## src/rtl/sigma_delta_decimator.sv

```systemverilog
// Second-order CIC (sinc^2) decimator that recovers an unsigned sample from a 1-bit sigma-delta stream.
// Latency: first value_valid 3R clocks after enable is first sampled high, then one strobe every R clocks.
// No backpressure: value_valid is a one-cycle strobe. Optional macro SD_DECIMATOR_ROUND_EN rounds half-up before the shift.
module sigma_delta_decimator #(
    parameter int VALUE_WIDTH = 8,
    parameter int LOG2_RATIO  = 5
) (
    input  logic                   clk,
    input  logic                   rst_n,
    input  logic                   enable,
    input  logic                   sigma_delta,
    output logic [VALUE_WIDTH-1:0] value,
    output logic                   value_valid,
    output logic                   settled
);
    localparam int W = 2*LOG2_RATIO + 1;
    localparam int S = 2*LOG2_RATIO - VALUE_WIDTH;
    localparam logic [LOG2_RATIO-1:0]   CNT_LAST = '1;
    localparam logic [2*LOG2_RATIO-1:0] FULL     = '1;

    if (LOG2_RATIO < 2 || 2*LOG2_RATIO < VALUE_WIDTH) begin : g_param_check
        $error("sigma_delta_decimator: need LOG2_RATIO >= 2 and 2*LOG2_RATIO >= VALUE_WIDTH");
    end

    typedef enum logic [1:0] {
        IDLE   = 2'd0,
        WARMUP = 2'd1,
        RUN    = 2'd2
    } state_t;

    state_t                  state_q, state_d;
    logic [W-1:0]            i1_q, i1_d;
    logic [W-1:0]            i2_q, i2_d;
    logic [W-1:0]            d1_q, d1_d;
    logic [W-1:0]            d2_q, d2_d;
    logic [LOG2_RATIO-1:0]   cnt_q, cnt_d;
    logic                    tick_seen_q, tick_seen_d;
    logic [VALUE_WIDTH-1:0]  value_q, value_d;
    logic                    valid_q, valid_d;
    logic                    settled_q, settled_d;

    logic                    tick;
    logic [W-1:0]            c1;
    logic [W-1:0]            y;
    logic [2*LOG2_RATIO-1:0] ys;
    logic [VALUE_WIDTH-1:0]  scaled;

    // IDLE holds cnt at 0, so the first tick lands R edges after the IDLE->WARMUP edge.
    assign tick = enable && (state_q != IDLE) && (cnt_q == CNT_LAST);

    // Modular W-bit differences; wrap-around of the integrators cancels here.
    assign c1 = i2_q - d1_q;
    assign y  = c1 - d2_q;

`ifdef SD_DECIMATOR_ROUND_EN
    localparam int         HS   = (S > 0) ? S - 1 : 0;
    localparam logic [W:0] HALF = (S > 0) ? ((W+1)'(1) << HS) : '0;
    logic [W:0] y_rnd;
    assign y_rnd = {1'b0, y} + HALF;
    assign ys    = (y_rnd > {2'b00, FULL}) ? FULL : y_rnd[2*LOG2_RATIO-1:0];
`else
    assign ys = (y > {1'b0, FULL}) ? FULL : y[2*LOG2_RATIO-1:0];
`endif

    assign scaled = VALUE_WIDTH'(ys >> S);

    always_comb begin
        state_d     = state_q;
        i1_d        = i1_q;
        i2_d        = i2_q;
        d1_d        = d1_q;
        d2_d        = d2_q;
        cnt_d       = cnt_q;
        tick_seen_d = tick_seen_q;
        value_d     = value_q;
        valid_d     = 1'b0;
        settled_d   = settled_q;

        if (!enable) begin
            state_d     = IDLE;
            i1_d        = '0;
            i2_d        = '0;
            d1_d        = '0;
            d2_d        = '0;
            cnt_d       = '0;
            tick_seen_d = 1'b0;
            value_d     = '0;
            settled_d   = 1'b0;
        end else begin
            i1_d = i1_q + W'(sigma_delta);
            i2_d = i2_q + i1_q;
            unique case (state_q)
                IDLE: begin
                    state_d = WARMUP;
                    cnt_d   = '0;
                end
                WARMUP: begin
                    cnt_d = cnt_q + 1'b1;
                    if (tick) begin
                        d1_d = i2_q;
                        d2_d = c1;
                        if (tick_seen_q) begin
                            state_d     = RUN;
                            tick_seen_d = 1'b0;
                        end else begin
                            tick_seen_d = 1'b1;
                        end
                    end
                end
                RUN: begin
                    cnt_d = cnt_q + 1'b1;
                    if (tick) begin
                        d1_d      = i2_q;
                        d2_d      = c1;
                        value_d   = scaled;
                        valid_d   = 1'b1;
                        settled_d = 1'b1;
                    end
                end
                default: begin
                    state_d = IDLE;
                    cnt_d   = '0;
                end
            endcase
        end
    end

    always_ff @(posedge clk or negedge rst_n) begin
        if (!rst_n) begin
            state_q     <= IDLE;
            i1_q        <= '0;
            i2_q        <= '0;
            d1_q        <= '0;
            d2_q        <= '0;
            cnt_q       <= '0;
            tick_seen_q <= 1'b0;
            value_q     <= '0;
            valid_q     <= 1'b0;
            settled_q   <= 1'b0;
        end else begin
            state_q     <= state_d;
            i1_q        <= i1_d;
            i2_q        <= i2_d;
            d1_q        <= d1_d;
            d2_q        <= d2_d;
            cnt_q       <= cnt_d;
            tick_seen_q <= tick_seen_d;
            value_q     <= value_d;
            valid_q     <= valid_d;
            settled_q   <= settled_d;
        end
    end

    assign value       = value_q;
    assign value_valid = valid_q;
    assign settled     = settled_q;

    // A strobe is only ever issued from RUN, and never on consecutive clocks.
    a_valid_settled: assert property (@(posedge clk) disable iff (!rst_n) value_valid |-> settled);
    a_valid_pulse:   assert property (@(posedge clk) disable iff (!rst_n) value_valid |=> !value_valid);

endmodule
```

## config.mk

```make
export PLATFORM = sky130hd
export DESIGN_NAME = sigma_delta_decimator
export DESIGN_NICKNAME = d
export VERILOG_FILES = /design/src/rtl/sigma_delta_decimator.sv
export SDC_FILE = /design/constraint.sdc
export NUM_CORES = 1
export LEC_CHECK = 0
export BUFFER_PORTS_ARGS = -buffer_cell sky130_fd_sc_hd__buf_2
export CAP_MARGIN = 20
export CORE_AREA = 4 4 68 95
export DETAILED_ROUTE_END_ITERATION = 16
export DIE_AREA = 0 0 72 99
export GPL_TIMING_DRIVEN = 1
export MAX_ROUTING_LAYER = met4
export PLACE_DENSITY = 0.9
export REMOVE_ABC_BUFFERS = 1
export SLEW_MARGIN = 20
export SYNTH_ARGS = -nofsm -noshare
export SYNTH_HDL_FRONTEND = slang
export SYNTH_SLANG_ARGS = --single-unit
```

## constraint.sdc

```tcl
create_clock -name clk -period 5.5 [get_ports clk]
set_input_delay 1.1 -clock clk [delete_from_list [all_inputs] [get_ports clk]]
set_output_delay 1.1 -clock clk [all_outputs]
set_load 0.03 [all_outputs]
```

==> results.cfg, run 1 <==
[detailed_routing]
avgViaCountPerCell = 6.14
totalWireLength_um = 7610
vias = 2848
drtIter0Drc = 132
wl_per_cell_um = 16.4
drc = 0
antenna_left = 0
drt_first_pass_iters = 4

[layout]
layout_commonest_cell = dfrtp_1
multi_input_area_mm2 = 0.00200
drive_above_1_share_pct = 10.1
final_net_count = 438
layout.cells.non_filler = 464
area_growth_pct = 8.18
regArea_mm2 = 0.00155
nFillCells = 380
diodes = 0
mostFrequentLayoutCells = dfrtp_1, nor2_1, ha_1, inv_1, nand2_1

[timing]
grt_setup_unrepaired = no
hold_violations = 0
timing.final.crit_share_pct = 73.5
finalSetupViolCount = 0
slew_headroom_pct = 48.4
period_needed_ns = 4.04
slew_viol_final = 0
holdWs_ns = 0.474
tightest_slew_ns = 0.774
clock_skew_ns = 0.00842
setup_tns_ns = 0
fmax_ghz = 0.248

[synthesis]
ys.flop_type = dfrtp_1
synth_area_mm2 = 0.00369
postSynthAreaPerCell_um2 = 9.88
async_flop_share_pct = 100
synth_cell_type_count = 41
synthCells = 373
ys_top_cells_by_area = dfrtp_1, ha_1, nor2_1, a22o_1, xnor2_1
synth_top_area_share_pct = 42.1
synth_enable_flop_cells = 0
yosysSeqAreaShare_pct = 42.1
synth_warnings = 0
synth_top_cell_by_area = dfrtp_1
ys_ff_latch = 62

[critical_path]
crit_arrival_ns = 4.27
cpPeakStageDelay_ns = 0.41
worstPathCellList = inv_1 -> ha_1 -> fa_1 -> nor2b_1 -> o31a_1 -> o21ai_0 -> nor2b_1 -> xnor2_1 -> ha_1 -> a21o_1 -> a221oi_2 -> a21oi_1 -> or3_1 -> o2111ai_1 -> nand2_2 -> a221o_2
ff2ff_path_depth = 16
worstSetupStartpointType = flip-flop
path_class = flip-flop to flip-flop
path_max_fanout = 8
worstPathRequired_ns = 5.73
crit_slowest_cell = fa_1
end_kind = flip-flop

[cts]
cts_tree = done
postCtsSetupRepairBufs = 0
cts_hold_buf = 0
cts_resized = 0
cts_sinks = 62
cts.clk_slew.worst_paths_ns = 0.07
cts-htree-levels = 3
cts_max_path_buffers = 2
clock_latency_ns = 0.35
cts-root-buf = clkbuf_8
cts_buffers = 9

[floorplanning]
rows = 32
io_pins = 14
die_y_um = 99
core_mm2 = 0.00553
initial_utilization_pct = 66.7
die_w_um = 72
design.die.area_mm2 = 0.00713

[global_route]
grt_usage_pct = 24.6
grt_start_max_net_pins = 63
antenna_found_initial = 0
grt_pass1_vias = 3046
gr-total-overflow = 0
grt_pass1_wl_um = 13400

[status]
outcome = finished clean

[placed_design]
numPortBuffers = 13
placed_cells = 450
gp_congestion = 0.943
dp.final_hpwl_um = 5560

[flow_run]
maxCapViolCount = 0

[worst_hold_path]
hold_depth = 1
hold_path_class = flip-flop to flip-flop

[power]
p_leak_nw = 2.08
ir_drop_uv = 144
power-per-cell-area_mw_per_mm2 = 252
-- kinds of logic after synthesis --
logic type / synth area share, %
fa+ha+maj: 14.5
flops: 42.1
simple gates: 13.9
xor+xnor: 7.84
mux: 0.272
compound gates: 17.6
buf+inv: 3.77
-- sequential cells by signal, indices dropped and copies added (netlist names) --
| name | count |
|---|---|
| d1_q | 11 |
| d2_q | 11 |
| i1_q | 11 |
| i2_q | 11 |
| value | 8 |
| cnt_q | 5 |
| state_q | 2 |
| settled | 1 |
| tick_seen_q | 1 |
| value_valid | 1 |
-- cell type report --
cell class / instances / share of cell area (%)
Multi-Input combinational cell: 274 / 50.0
Sequential cell: 62 / 38.9
Clock buffer: 12 / 3.64
Inverter: 30 / 2.82
Timing Repair Buffer: 16 / 2.20
Tap cell: 68 / 2.13
Clock inverter: 2 / 0.251
-- cells in the mapped netlist (all sizes together), types with 5 or more instances --
master   n
dfrtp   62
nor2    44
ha      38
inv     30
nand2   24
a22o    17
o21ai   17
xnor2   17
a21oi   16
xor2    16
nor2b   10
nand3    9
and3     8
a21o     6
clkbuf   6
a211o    5
a221o    5
nor3     5
-- report_power, final --
group	leakage [nW]	switching, mW	internal [mW]
logic	1.14	0.118	0.0819
clock network	0.0821	0.166	0.169
registers	0.862	0.00589	0.462
total	2.08	0.290	0.713
-- routing by layer --
| layer | vias up | global-route usage [%] | wire [µm] |
|---|---|---|---|
| li1 | 1349 | - | - |
| met1 | 1380 | 25.9 | 2930 |
| met2 | 89 | 42.4 | 4100 |
| met3 | 30 | 3.98 | 282 |
| met4 | 0 | 14.6 | 306 |
| met5 | - | - | 0 |
-- worst max-delay path, delay by kind of cell (launching register included) --
kind                       cells  cell delay, ns
xor gates and xnor gates       1            0.22
DFF                            1            0.35
AOI/OAI and AO/OA              7            1.44
buffers and inverters          1            0.06
adders and majority gates      3            0.96
and+or+nand+nor                4            0.91
-- worst paths after layout --
kind / slack, ns / from / to
min in group asynchronous: 0.90 / rst_n / value[1]$_DFFE_PN0P_
max reg2reg: 1.46 / i2_q[0]$_DFF_PN0_ / value[1]$_DFFE_PN0P_
min: 0.47 / cnt_q[0]$_DFF_PN0_ / cnt_q[0]$_DFF_PN0_
min reg2reg: 0.47 / cnt_q[0]$_DFF_PN0_ / cnt_q[0]$_DFF_PN0_
max: 1.46 / i2_q[0]$_DFF_PN0_ / value[1]$_DFFE_PN0P_
max in group asynchronous: 4.07 / rst_n / i1_q[9]$_DFF_PN0_
-- metrics by stage --
stage / worst slack, ns / utilization (%) / power [mW] / instance area, µm²
finish: 1.46 / 72.2 / 1.00 / 3990
global route: 1.23 / 72.2 / 1.05 / 3990
CTS: 1.50 / 72.2 / 1.01 / 3990
detailed placement: 1.55 / 69.4 / 0.675 / 3830
global placement: 1.75 / 69.4 / 0.665 / 3830
floorplan: 1.94 / - / 0.624 / 3660
Note: power is estimated with default switching activity, not from simulation.
==> run 2, diff against run 1 <==
- CORE_AREA: 4 4 68 95 -> 4 4 71 99
- DIE_AREA: 0 0 72 99 -> 0 0 75 103
- PLACE_DENSITY: 0.9 -> 0.83
- clock period: 5.5 -> 4.09 ns (I/O delays scaled with it)
==> run 2 against run 1 <==
Non-clock buffer count up 2. Sequential power rose by 35%. Routed wire length fell by 1.7%. Largest cell class unchanged.
==> results.cfg, run 2 (synthesized netlist as in run 1, its figures left out) <==
[floorplanning]
rows = 34
design.die.area_mm2 = 0.00773
initial_utilization_pct = 59.8
core_mm2 = 0.00617
io_pins = 14
die_y_um = 103
die_w_um = 75

[timing]
tightest_slew_ns = 0.799
timing.final.crit_share_pct = 95.0
clock_skew_ns = 0.00931
slew_viol_final = 0
fmax_ghz = 0.257
finalSetupViolCount = 0
hold_violations = 0
timing.final.ws_setup_ns = 0.203
period_needed_ns = 3.89
slew_headroom_pct = 46.8

[critical_path]
cpPeakStageDelay_ns = 0.41
crit_arrival_ns = 4.17
crit_slowest_cell = a2111o_1
crit_path_start = i2_q[0]$_DFF_PN0_
reg2reg_from = i2_q[0]$_DFF_PN0_
crit_top_cell = ha_1
path_max_fanout = 8
ff2ff_path_depth = 16
end_kind = flip-flop
worstSetupStartpointType = flip-flop
path_class = flip-flop to flip-flop
r2r_slack_ns = 0.20
worstPathCellList = inv_1 -> ha_1 -> fa_2 -> nor2b_2 -> o31a_1 -> o21ai_0 -> nor2b_1 -> xnor2_1 -> ha_1 -> a21o_1 -> a221oi_4 -> a21oi_2 -> or3_4 -> a2111o_1 -> nand2_4 -> a221o_2
worstPathRequired_ns = 4.37

[cts]
cts_hold_buf = 0
cts_buffers = 9
cts_max_path_buffers = 2
cts-root-buf = clkbuf_8
cts-htree-levels = 3
cts_sinks = 62
cts.clk_slew.worst_paths_ns = 0.07
cts_tree = done
clock_latency_ns = 0.35

[placed_design]
dp.final_hpwl_um = 5310
numPortBuffers = 13
place_ws_ns = 0.170
placed_cells = 454
gp_congestion = 0.937

[worst_hold_path]
hold_depth = 1
hold_path_class = flip-flop to flip-flop
hp-start = cnt_q[0]$_DFF_PN0_

[global_route]
grt_usage_pct = 22.2
grt_pass1_vias = 2883
grt_start_max_net_pins = 37
grt_pass1_wl_um = 12800
antenna_found_initial = 0
gr-total-overflow = 0

[detailed_routing]
drt_first_pass_iters = 5
antenna_left = 0
totalWireLength_um = 7480
drc = 0
avgViaCountPerCell = 5.85
drtIter0Drc = 157
vias = 2763
wl_per_cell_um = 15.9

[layout]
area_growth_pct = 12.2
multi_input_area_mm2 = 0.00203
mostFrequentLayoutCells = dfrtp_1, nor2_1, ha_1, inv_1, nand2_1
nFillCells = 448
layout_commonest_cell = dfrtp_1
regArea_mm2 = 0.00155
drive_above_1_share_pct = 12.8
final_net_count = 440
postLayoutCoreUtil_pct = 67.0
diodes = 0
layout.cells.non_filler = 472

[status]
outcome = finished clean

[power]
ir_drop_uv = 183
power-per-cell-area_mw_per_mm2 = 385
p_leak_nw = 2.14

[flow_run]
maxCapViolCount = 0
run 2: worst max-delay path, delay by kind of cell (launching register included):
kind	cells	cell delay, ns
AO/OA/AOI/OAI	7	1.45
XOR/XNOR	1	0.23
adder cells (fa/ha/maj)	3	0.92
buffers and inverters	1	0.06
flip-flops	1	0.36
AND/OR/NAND/NOR	4	0.80
run 2: power breakdown:
part	internal, mW	switching, mW
clock	0.420	0.246
sequential	0.621	0.00863
combinational	0.124	0.174
total	1.17	0.428
run 2: final timing paths:
kind,end
setup reg to reg,value[6]$_DFFE_PN0P_
hold reg to reg,cnt_q[0]$_DFF_PN0_
min in group asynchronous,settled$_DFFE_PN0P_
setup / recovery,value[6]$_DFFE_PN0P_
max in group asynchronous,i2_q[9]$_DFF_PN0_
hold / removal,cnt_q[0]$_DFF_PN0_
run 2: cell type report:
class	count	share of cell area (%)
Multi-Input combinational cell	274	49.1
Tap cell	72	2.18
Inverter	30	2.72
Sequential cell	62	37.5
Clock inverter	6	2.63
Clock buffer	10	3.33
Timing Repair Buffer	18	2.48
run 2: metal layers:
metal	share of wire (%)	vias up	track usage (%)
met3	2.7	18	3.61
met2	53	44	37.6
met5	0	-	-
met4	2.8	0	11.4
met1	42	1347	24.9
li1	-	1354	-
run 2: timing repair:
action,4_1_cts,5_1_grt
setup endpoints to repair,0,8
buffers inserted,0,2
gates resized for setup,0,9
run 2: per-stage QoR:
stage	total power, mW	setup TNS (ns)	cell area, µm²	hold WS [ns]
detailed placement	0.909	0	3840	0.469
finish	1.59	0	4140	0.481
global placement	0.898	0	3840	0.444
CTS	1.58	0	4080	0.478
global route	1.66	-0.0553	4140	0.496
floorplan	0.839	0	3660	0.433
